**src/rtl/muldiv_unit.sv**
```systemverilog
// Iterative radix-2 multiply/divide unit that owns the HI/LO special registers.
// A MULT/DIV takes WIDTH CALC steps plus one FIX cycle, whatever the operands.
module muldiv_unit #(
    parameter int WIDTH = 32
) (
    input  logic             i_clk,
    input  logic             i_rst_n,
    input  logic             i_start,
    input  logic [1:0]       i_op,
    input  logic [WIDTH-1:0] i_a,
    input  logic [WIDTH-1:0] i_b,
    input  logic             i_mthi,
    input  logic             i_mtlo,
    input  logic [WIDTH-1:0] i_wdata,
    output logic             o_busy,
    output logic             o_done,
    output logic             o_divzero,
    output logic [WIDTH-1:0] o_hi,
    output logic [WIDTH-1:0] o_lo
);
    localparam int CW = $clog2(WIDTH + 1);

    typedef enum logic [1:0] {S_IDLE, S_CALC, S_FIX} state_t;

    state_t             r_state;
    state_t             w_state_next;
    logic [CW-1:0]      r_cnt;
    logic [1:0]         r_op;
    logic [WIDTH-1:0]   r_opnd;
    logic [WIDTH-1:0]   r_a_raw;
    logic               r_b_zero;
    logic               r_neg_res;
    logic               r_neg_rem;
    logic [2*WIDTH-1:0] r_acc;
    logic               r_done;
    logic               r_divzero;
    logic [WIDTH-1:0]   r_hi;
    logic [WIDTH-1:0]   r_lo;

    logic               w_in_signed;
    logic               w_a_neg;
    logic               w_b_neg;
    logic [WIDTH-1:0]   w_mag_a;
    logic [WIDTH-1:0]   w_mag_b;
    logic [WIDTH:0]     w_mul_sum;
    logic [2*WIDTH-1:0] w_mul_step;
    logic [WIDTH:0]     w_rem_sh;
    logic               w_fits;
    logic [WIDTH:0]     w_rem_new;
    logic [2*WIDTH-1:0] w_div_step;
    logic [2*WIDTH-1:0] w_prod_fix;
    logic [WIDTH-1:0]   w_fix_hi;
    logic [WIDTH-1:0]   w_fix_lo;

    always_comb begin
        w_in_signed = ~i_op[0];
        w_a_neg     = w_in_signed & i_a[WIDTH-1];
        w_b_neg     = w_in_signed & i_b[WIDTH-1];
        w_mag_a     = w_a_neg ? -i_a : i_a;
        w_mag_b     = w_b_neg ? -i_b : i_b;
    end

    // Multiply: r_opnd is the multiplicand; the multiplier is consumed from acc[0].
    // Divide: r_opnd is the divisor; acc = {remainder, dividend/quotient}.
    always_comb begin
        w_mul_sum  = {1'b0, r_acc[2*WIDTH-1:WIDTH]} + (r_acc[0] ? {1'b0, r_opnd} : '0);
        w_mul_step = {w_mul_sum, r_acc[WIDTH-1:1]};
        w_rem_sh   = {r_acc[2*WIDTH-1:WIDTH], r_acc[WIDTH-1]};
        w_fits     = (w_rem_sh >= {1'b0, r_opnd});
        w_rem_new  = w_fits ? (w_rem_sh - {1'b0, r_opnd}) : w_rem_sh;
        w_div_step = {w_rem_new[WIDTH-1:0], r_acc[WIDTH-2:0], w_fits};
    end

    always_comb begin
        w_prod_fix = r_neg_res ? -r_acc : r_acc;
        w_fix_hi   = w_prod_fix[2*WIDTH-1:WIDTH];
        w_fix_lo   = w_prod_fix[WIDTH-1:0];
        if (r_op[1]) begin
            if (r_b_zero) begin
                w_fix_hi = r_a_raw;
                w_fix_lo = '1;
            end else begin
                w_fix_hi = r_neg_rem ? -r_acc[2*WIDTH-1:WIDTH] : r_acc[2*WIDTH-1:WIDTH];
                w_fix_lo = r_neg_res ? -r_acc[WIDTH-1:0] : r_acc[WIDTH-1:0];
            end
        end
    end

    always_comb begin
        w_state_next = r_state;
        case (r_state)
            S_IDLE:  if (i_start) w_state_next = S_CALC;
            S_CALC:  if (r_cnt == CW'(1)) w_state_next = S_FIX;
            S_FIX:   w_state_next = S_IDLE;
            default: w_state_next = S_IDLE;
        endcase
    end

    always_ff @(posedge i_clk or negedge i_rst_n) begin
        if (!i_rst_n) r_state <= S_IDLE;
        else          r_state <= w_state_next;
    end

    always_ff @(posedge i_clk or negedge i_rst_n) begin
        if (!i_rst_n) begin
            r_cnt     <= '0;
            r_op      <= '0;
            r_opnd    <= '0;
            r_a_raw   <= '0;
            r_b_zero  <= 1'b0;
            r_neg_res <= 1'b0;
            r_neg_rem <= 1'b0;
            r_acc     <= '0;
            r_done    <= 1'b0;
            r_divzero <= 1'b0;
            r_hi      <= '0;
            r_lo      <= '0;
        end else begin
            r_done <= (r_state == S_FIX);
            case (r_state)
                S_IDLE: begin
                    // start takes priority: MTHI/MTLO in the same cycle are dropped
                    if (i_start) begin
                        r_op      <= i_op;
                        r_opnd    <= i_op[1] ? w_mag_b : w_mag_a;
                        r_acc     <= {{WIDTH{1'b0}}, (i_op[1] ? w_mag_a : w_mag_b)};
                        r_a_raw   <= i_a;
                        r_b_zero  <= (i_b == '0);
                        r_neg_res <= w_a_neg ^ w_b_neg;
                        r_neg_rem <= w_a_neg;
                        r_cnt     <= CW'(WIDTH);
                        r_divzero <= 1'b0;
                    end else begin
                        if (i_mthi) r_hi <= i_wdata;
                        if (i_mtlo) r_lo <= i_wdata;
                    end
                end
                S_CALC: begin
                    r_acc <= r_op[1] ? w_div_step : w_mul_step;
                    r_cnt <= r_cnt - 1'b1;
                end
                S_FIX: begin
                    r_hi      <= w_fix_hi;
                    r_lo      <= w_fix_lo;
                    r_divzero <= r_op[1] & r_b_zero;
                end
                default: ;
            endcase
        end
    end

    assign o_busy    = (r_state != S_IDLE);
    assign o_done    = r_done;
    assign o_divzero = r_divzero;
    assign o_hi      = r_hi;
    assign o_lo      = r_lo;

endmodule

```
**config.mk**
```make
export PLATFORM = sky130hd
export DESIGN_NAME = muldiv_unit
export DESIGN_NICKNAME = d
export VERILOG_FILES = /design/src/rtl/muldiv_unit.sv
export SDC_FILE = /design/constraint.sdc
export NUM_CORES = 1
export LEC_CHECK = 0
export BUFFER_PORTS_ARGS = -buffer_cell sky130_fd_sc_hd__buf_2
export CAP_MARGIN = 10
export CORE_MARGIN = 4
export CORE_UTILIZATION = 62
export CTS_BUF_LIST = sky130_fd_sc_hd__clkbuf_4 sky130_fd_sc_hd__clkbuf_8
export DETAILED_ROUTE_END_ITERATION = 12
export GPL_ROUTABILITY_DRIVEN = 0
export MAX_ROUTING_LAYER = met4
export PLACE_DENSITY = 0.83
export SYNTH_ARGS = -nofsm -noshare
export SYNTH_HDL_FRONTEND = slang
export SYNTH_SLANG_ARGS = --single-unit
```
**constraint.sdc**
```tcl
create_clock -name i_clk -period 4.85 [get_ports i_clk]
set_input_delay 0.97 -clock i_clk [delete_from_list [all_inputs] [get_ports i_clk]]
set_output_delay 0.97 -clock i_clk [all_outputs]
set_load 0.05 [all_outputs]
```
# After elaboration in Yosys (flattened, before gate mapping)
# Index checks and enable logic that the tools add are counted.
[op_classes]
add_sub_neg = 8
magnitude_cmp = 1
n_eq_ne = 8
mux = 29
bitwise_logic = 5
n_reduce_logical = 11
[ops]
columns = ["op", "count"]
rows = [
  ["$mux 32", 16],
  ["$mux 64", 3],
  ["$neg 32->32", 4],
  ["$pmux 32 s2", 2],
  ["$pmux 64 s2", 1],
  ["$neg 64->64", 1],
  ["$add 32x32->33", 1],
  ["$ge 33x32->1", 1],
  ["$logic_not 32->1", 1],
  ["$sub 32x32->32", 1],
  ["$pmux 6 s2", 1],
  ["$ne 2x2->1 const B", 5],
  ["$reduce_and 2->1", 4],
  ["$eq 6x1->1 const B", 1],
  ["$mux 6", 1],
  ["$reduce_and 3->1", 2],
  ["$reduce_bool 2->1", 3],
  ["$sub 6x1->6 const B", 1],
  ["$mux 2", 2],
  ["$pmux 2 s2", 1],
  ["$and 1x1->1", 3],
  ["$eq 2x1->1 const B", 1],
  ["$eq 2x2->1 const B", 1],
  ["$logic_not 2->1", 1],
  ["other kinds (4)", 4],
]
[word_totals]
register_bits = 207
in_bits = 103
output_inout_bits = 67
wordCells = 75

# Longest topological paths before layout
[depth]
ltp_word = 6
depth_mapped = 16

# Least setup slack after synthesis
# OpenSTA, ideal clock, no wires.
[synth_path]
kind = "input-to-reg"
from = "input i_a[1]"
to = "register r_acc[29]"
arrival_time_ps = 3491
t_required_ps = 4713
setup_slack_ps = 1222
path_stages = 10
path_buffers = 0
path_cell_list = "or4_1 -> nor4_1 -> nand3_1 -> nor4b_1 -> nand3_1 -> o41ai_1 -> xor2_1 -> nand2_1 -> o211ai_1 -> o211ai_1"
[synth_via]
elab_chain_len = 5
[synth_rtl]
columns = ["element", "line", "source"]
rows = [
  ["from (decl)", "10", "input logic [WIDTH-1:0] i_a,"],
  ["$neg 32->32", "59", "w_mag_a = w_a_neg ? -i_a : i_a;"],
  ["$mux 32", "59", ""],
  ["$mux 32", "126", "r_acc <= {{WIDTH{1'b0}}, (i_op[1] ? w_mag_a : w_mag_b)};"],
  ["$mux 64", "123", "if (i_start) begin"],
  ["$pmux 64 s2", "120", "case (r_state)"],
  ["to (signal assigned)", "126", ""],
  ["to (signal assigned)", "139", "r_acc <= r_op[1] ? w_div_step : w_mul_step;"],
  ["to (decl)", "34", "logic [2*WIDTH-1:0] r_acc;"],
]
# No other way between the ends. The select of a mux whose other input is x is not followed.
# A chain may end at the register's enable or synchronous reset.

# Final worst setup path
[layout_path]
from = "register r_acc[0]"
to = "register r_acc[59]"
[layout_via]
elab_chain_len = 4
[layout_rtl]
columns = ["element", "line", "source"]
rows = [
  ["$mux 32", "66", "w_mul_sum = {1'b0, r_acc[2*WIDTH-1:WIDTH]} + (r_acc[0] ? {1'b0, r_opnd} : '0);"],
  ["$add 32x32->33", "66", ""],
  ["$mux 64", "139", ""],
  ["$pmux 64 s2", "120", ""],
]
# No other way between the ends.

==> run_results.csv <==
group,metric,value,unit
drt,top_layer_used,"met4",
drt,wl_met1,23300,µm
drt,dr.pass1.iters,8,
sta,finalHoldViolCount,0,
hold_path,hold_path_class,"reg -> reg",
drt,via_per_inst,6.89,
yosys,synth_top_cell_by_area,"dfrtp_1",
clocking,cts_hold_buf,0,
grt,grt_overflow,0,
yosys,yosysSeqAreaShare,30.6,%
sta,setup_tns,0,ns
yosys,synthArstFlopShare,100,%
yosys,synthesis.area,16800,µm²
layout,final-seq-area,5160,µm²
placed_design,io_buffers,169,
worst_setup_path,path_class,"reg -> reg",
yosys,synth_cell_types,75,
grt,grt_use_total,39.7,%
sta,finalClockSkew,0.0231,ns
sta,rsz0062_at_grt,"no",
sta,finalSetupViolCount,0,
drt,wl_met2,24800,µm
worst_setup_path,rrSetupSlack,0.79,ns
pwr,p_per_area,842,nW/µm²
worst_setup_path,cp_data_required_time,5.27,ns
yosys,yosys_warnings,0,
clocking,clk_latency,0.56,ns
clocking,cts_resized,0,
clocking,clk_pin_slew,0.06,ns
yosys,ys.flop_type,"dfrtp_1",
yosys,synthesis.nets,2360,
sta,final_max_slew_viol_count,0,
drt,drtAntennaViolNets,0,
worst_setup_path,cp_slowest_stage_delay,0.48,ns
pwr,p_leak,8.21,nW
worst_setup_path,cp-end-kind,"register",
yosys,synth.top_cell.area_share,30.6,%
outcome,status,"finished, final reports clean",
job,cap_violations,0,
die,die-area,29900,µm²
grt,antenna_found_initial,1,
yosys,netlist_top_cells_area,"dfrtp_1 31%, nand2_1 7.0%, o21ai_0 6.7%, a21oi_1 5.6%, xnor2_1 5.5%",
layout,multiInputGateArea,10900,µm²
drt,wl_met3,8880,µm
yosys,synth-edff-count,0,
pwr,p_total,15.6,mW
clocking,cts_tree,"built",
drt,drt_iter0_markers,2493,
sta,slew_headroom,16.1,%
die,fp.dieW,173,µm
worst_setup_path,critPathTopFamily,"compound AO/OA/AOI/OAI gates",
clocking,cts_htree_levels,2,
die,core,26900,µm²
die,start_util,62.7,%
clocking,cts_root_buf,"clkbuf_8",
grt,grt_max_degree,105,
worst_setup_path,critPathMostFrequentCell,"a21bo_2",
clocking,postCtsSetupRepairBufs,0,
drt,drt_wl_total,60300,µm
clocking,clockBufferDepth,3,
layout,layout-drive-gt1-share,13.0,%
worst_setup_path,crit_buf_inv,2,
layout,synthToLayoutAreaGrowth,10.3,%
clocking,cts.sinks,206,
worst_setup_path,crit_arrival,4.49,ns
yosys,postSynthAreaPerCell,7.71,µm²
clocking,cts_made_buffers,37,
drt,avgRoutedWirePerCell,22.8,µm
drt,num_vias,18200,
pwr,peakVddDrop,340,µV
sta,max_freq,246,MHz
layout,fin_nets,2450,
drt,drcViolationCount,0,
yosys,synthCells,2185,
placed_design,place_area,17800,µm²
layout,fillers,2251,
worst_setup_path,crit_chain,"inv_1 -> buf_4 -> nor2_1 -> ha_1 -> a21o_1 -> a221oi_1 -> a21bo_2 -> a21bo_2 -> a31oi_1 -> o31a_1 -> o21bai_1 -> a2111oi_0 -> nand3b_1 -> nand2_1",
worst_setup_path,startpoint_type,"register",
yosys,ys_ff_latch,206,
layout,final_area,18600,µm²
sta,worst_pin_slew,1.25,ns
sta,finalCritPeriodShare,83.8,%
worst_setup_path,critPathMaxFanout,27,
grt,grt_pass1_vias,16600,
worst_setup_path,critPathSlowestCell,"dfrtp_1",
die,die_h,173,µm
die,core.rowCount,60,
die,io_pins,170,
placed_design,dp_hpwl,45200,µm
sta,final.min_clock_period,4.06,ns
grt,grt_pass1_wl,93300,µm
-- placed cells by master, fill, tap and decap left out, types with 45 or more instances in the layout --
cell type and count:
a21oi_1 189, mux2i_1 56, inv_1 68, dfrtp_1 205
o21ai_0 225, nand2_1 314, nor2_1 181, xor2_1 60
xnor2_1 105, nand3_1 45, ha_1 70, buf_2 168
clkbuf_8 48
-- flip-flops by register name (all words and copies together) (netlist names) --
register / cells
o_lo: 32
o_divzero: 1
o_hi: 32
r_state: 2
r_neg_rem: 1
r_acc: 64
r_a_raw: 32
r_b_zero: 1
r_neg_res: 1
r_op: 1
r_opnd: 32
r_cnt: 6
o_done: 1
-- worst reg2reg max path, cell delays in order, from the launching register on --
cell and delay [ns]:
dfrtp_1 0.48, inv_1 0.21, buf_4 0.34, nor2_1 0.09, ha_1 0.37, a21o_1 0.21
a221oi_1 0.26, a21bo_2 0.27, a21bo_2 0.22, a31oi_1 0.26, o31a_1 0.36, o21bai_1 0.18
a2111oi_0 0.47, nand3b_1 0.17, nand2_1 0.06
-- where the power goes --
part	total, mW	switching (mW)	leakage (nW)	internal (mW)
logic	9.95	6.18	5.28	3.76
clock network	1.77	0.777	0.415	0.992
registers	3.93	1.36	2.51	2.57
total	15.6	8.32	8.21	7.33
-- path summary, 6_finish.rpt --
check                      startpoint        end  cells after the start
hold / removal               o_lo[25]   o_lo[25]                      2
hold reg to reg              o_lo[25]   o_lo[25]                      2
setup / recovery             r_acc[0]  r_acc[59]                     14
min in group asynchronous     i_rst_n   o_hi[19]                      1
setup reg to reg             r_acc[0]  r_acc[59]                     14
max in group asynchronous     i_rst_n   r_acc[0]                      2
-- final cells by class --
type	count	area share (%)
repair buffers	195	5.71
multi-input cells	1765	58.6
diodes	1	0.0135
clock inverters	8	0.438
well taps	341	2.30
clock buffers	55	3.80
inverters	70	1.41
flip-flops and latches	206	27.8
-- per-layer routing --
metal / vias up / global-route usage [%]
li1: 8046 / -
met1: 8455 / 53.8
met2: 1446 / 56.1
met3: 244 / 11.0
met4: 0 / 16.8
met5: - / -
-- cell usage after synthesis, types with 17 or more instances --
| cell type | n |
|---|---|
| nor2b_1 | 18 |
| xnor2_1 | 105 |
| o22ai_1 | 40 |
| a21oi_1 | 189 |
| nand2b_1 | 23 |
| or4_1 | 19 |
| mux2i_1 | 56 |
| a21o_1 | 39 |
| a211oi_1 | 41 |
| xor2_1 | 60 |
| dfrtp_1 | 206 |
| nand2_1 | 314 |
| o21ai_0 | 225 |
| inv_1 | 68 |
| or3_1 | 18 |
| nor3_1 | 34 |
| nand3_1 | 45 |
| buf_1 | 17 |
| nor2_1 | 182 |
| a22oi_1 | 19 |
| a31oi_1 | 23 |
| o211ai_1 | 40 |
| clkbuf_1 | 124 |
| o31ai_1 | 22 |
| ha_1 | 70 |
-- stage by stage --
stage                     hold slack [ns]  std cells  worst slack [ns]  utilization, %
after floorplan                     0.440       2185              1.22               -
after global placement              0.456       2577             0.911            66.2
after detailed placement            0.459       2577             0.769            66.2
after CTS                           0.474       2640             0.908            69.2
after global routing                0.500       2641             0.615            69.2
final                               0.475       2641             0.785            69.2
-- kinds of logic after synthesis --
kind of cell / synth area share (%)
AOI/OAI and AO/OA: 27.1
muxes: 3.86
buffers and inverters: 4.86
adders and majority gates: 5.44
DFF: 30.6
xor gates and xnor gates: 8.58
and+or+nand+nor: 19.6
Note: power is estimated with default switching activity, not from simulation.
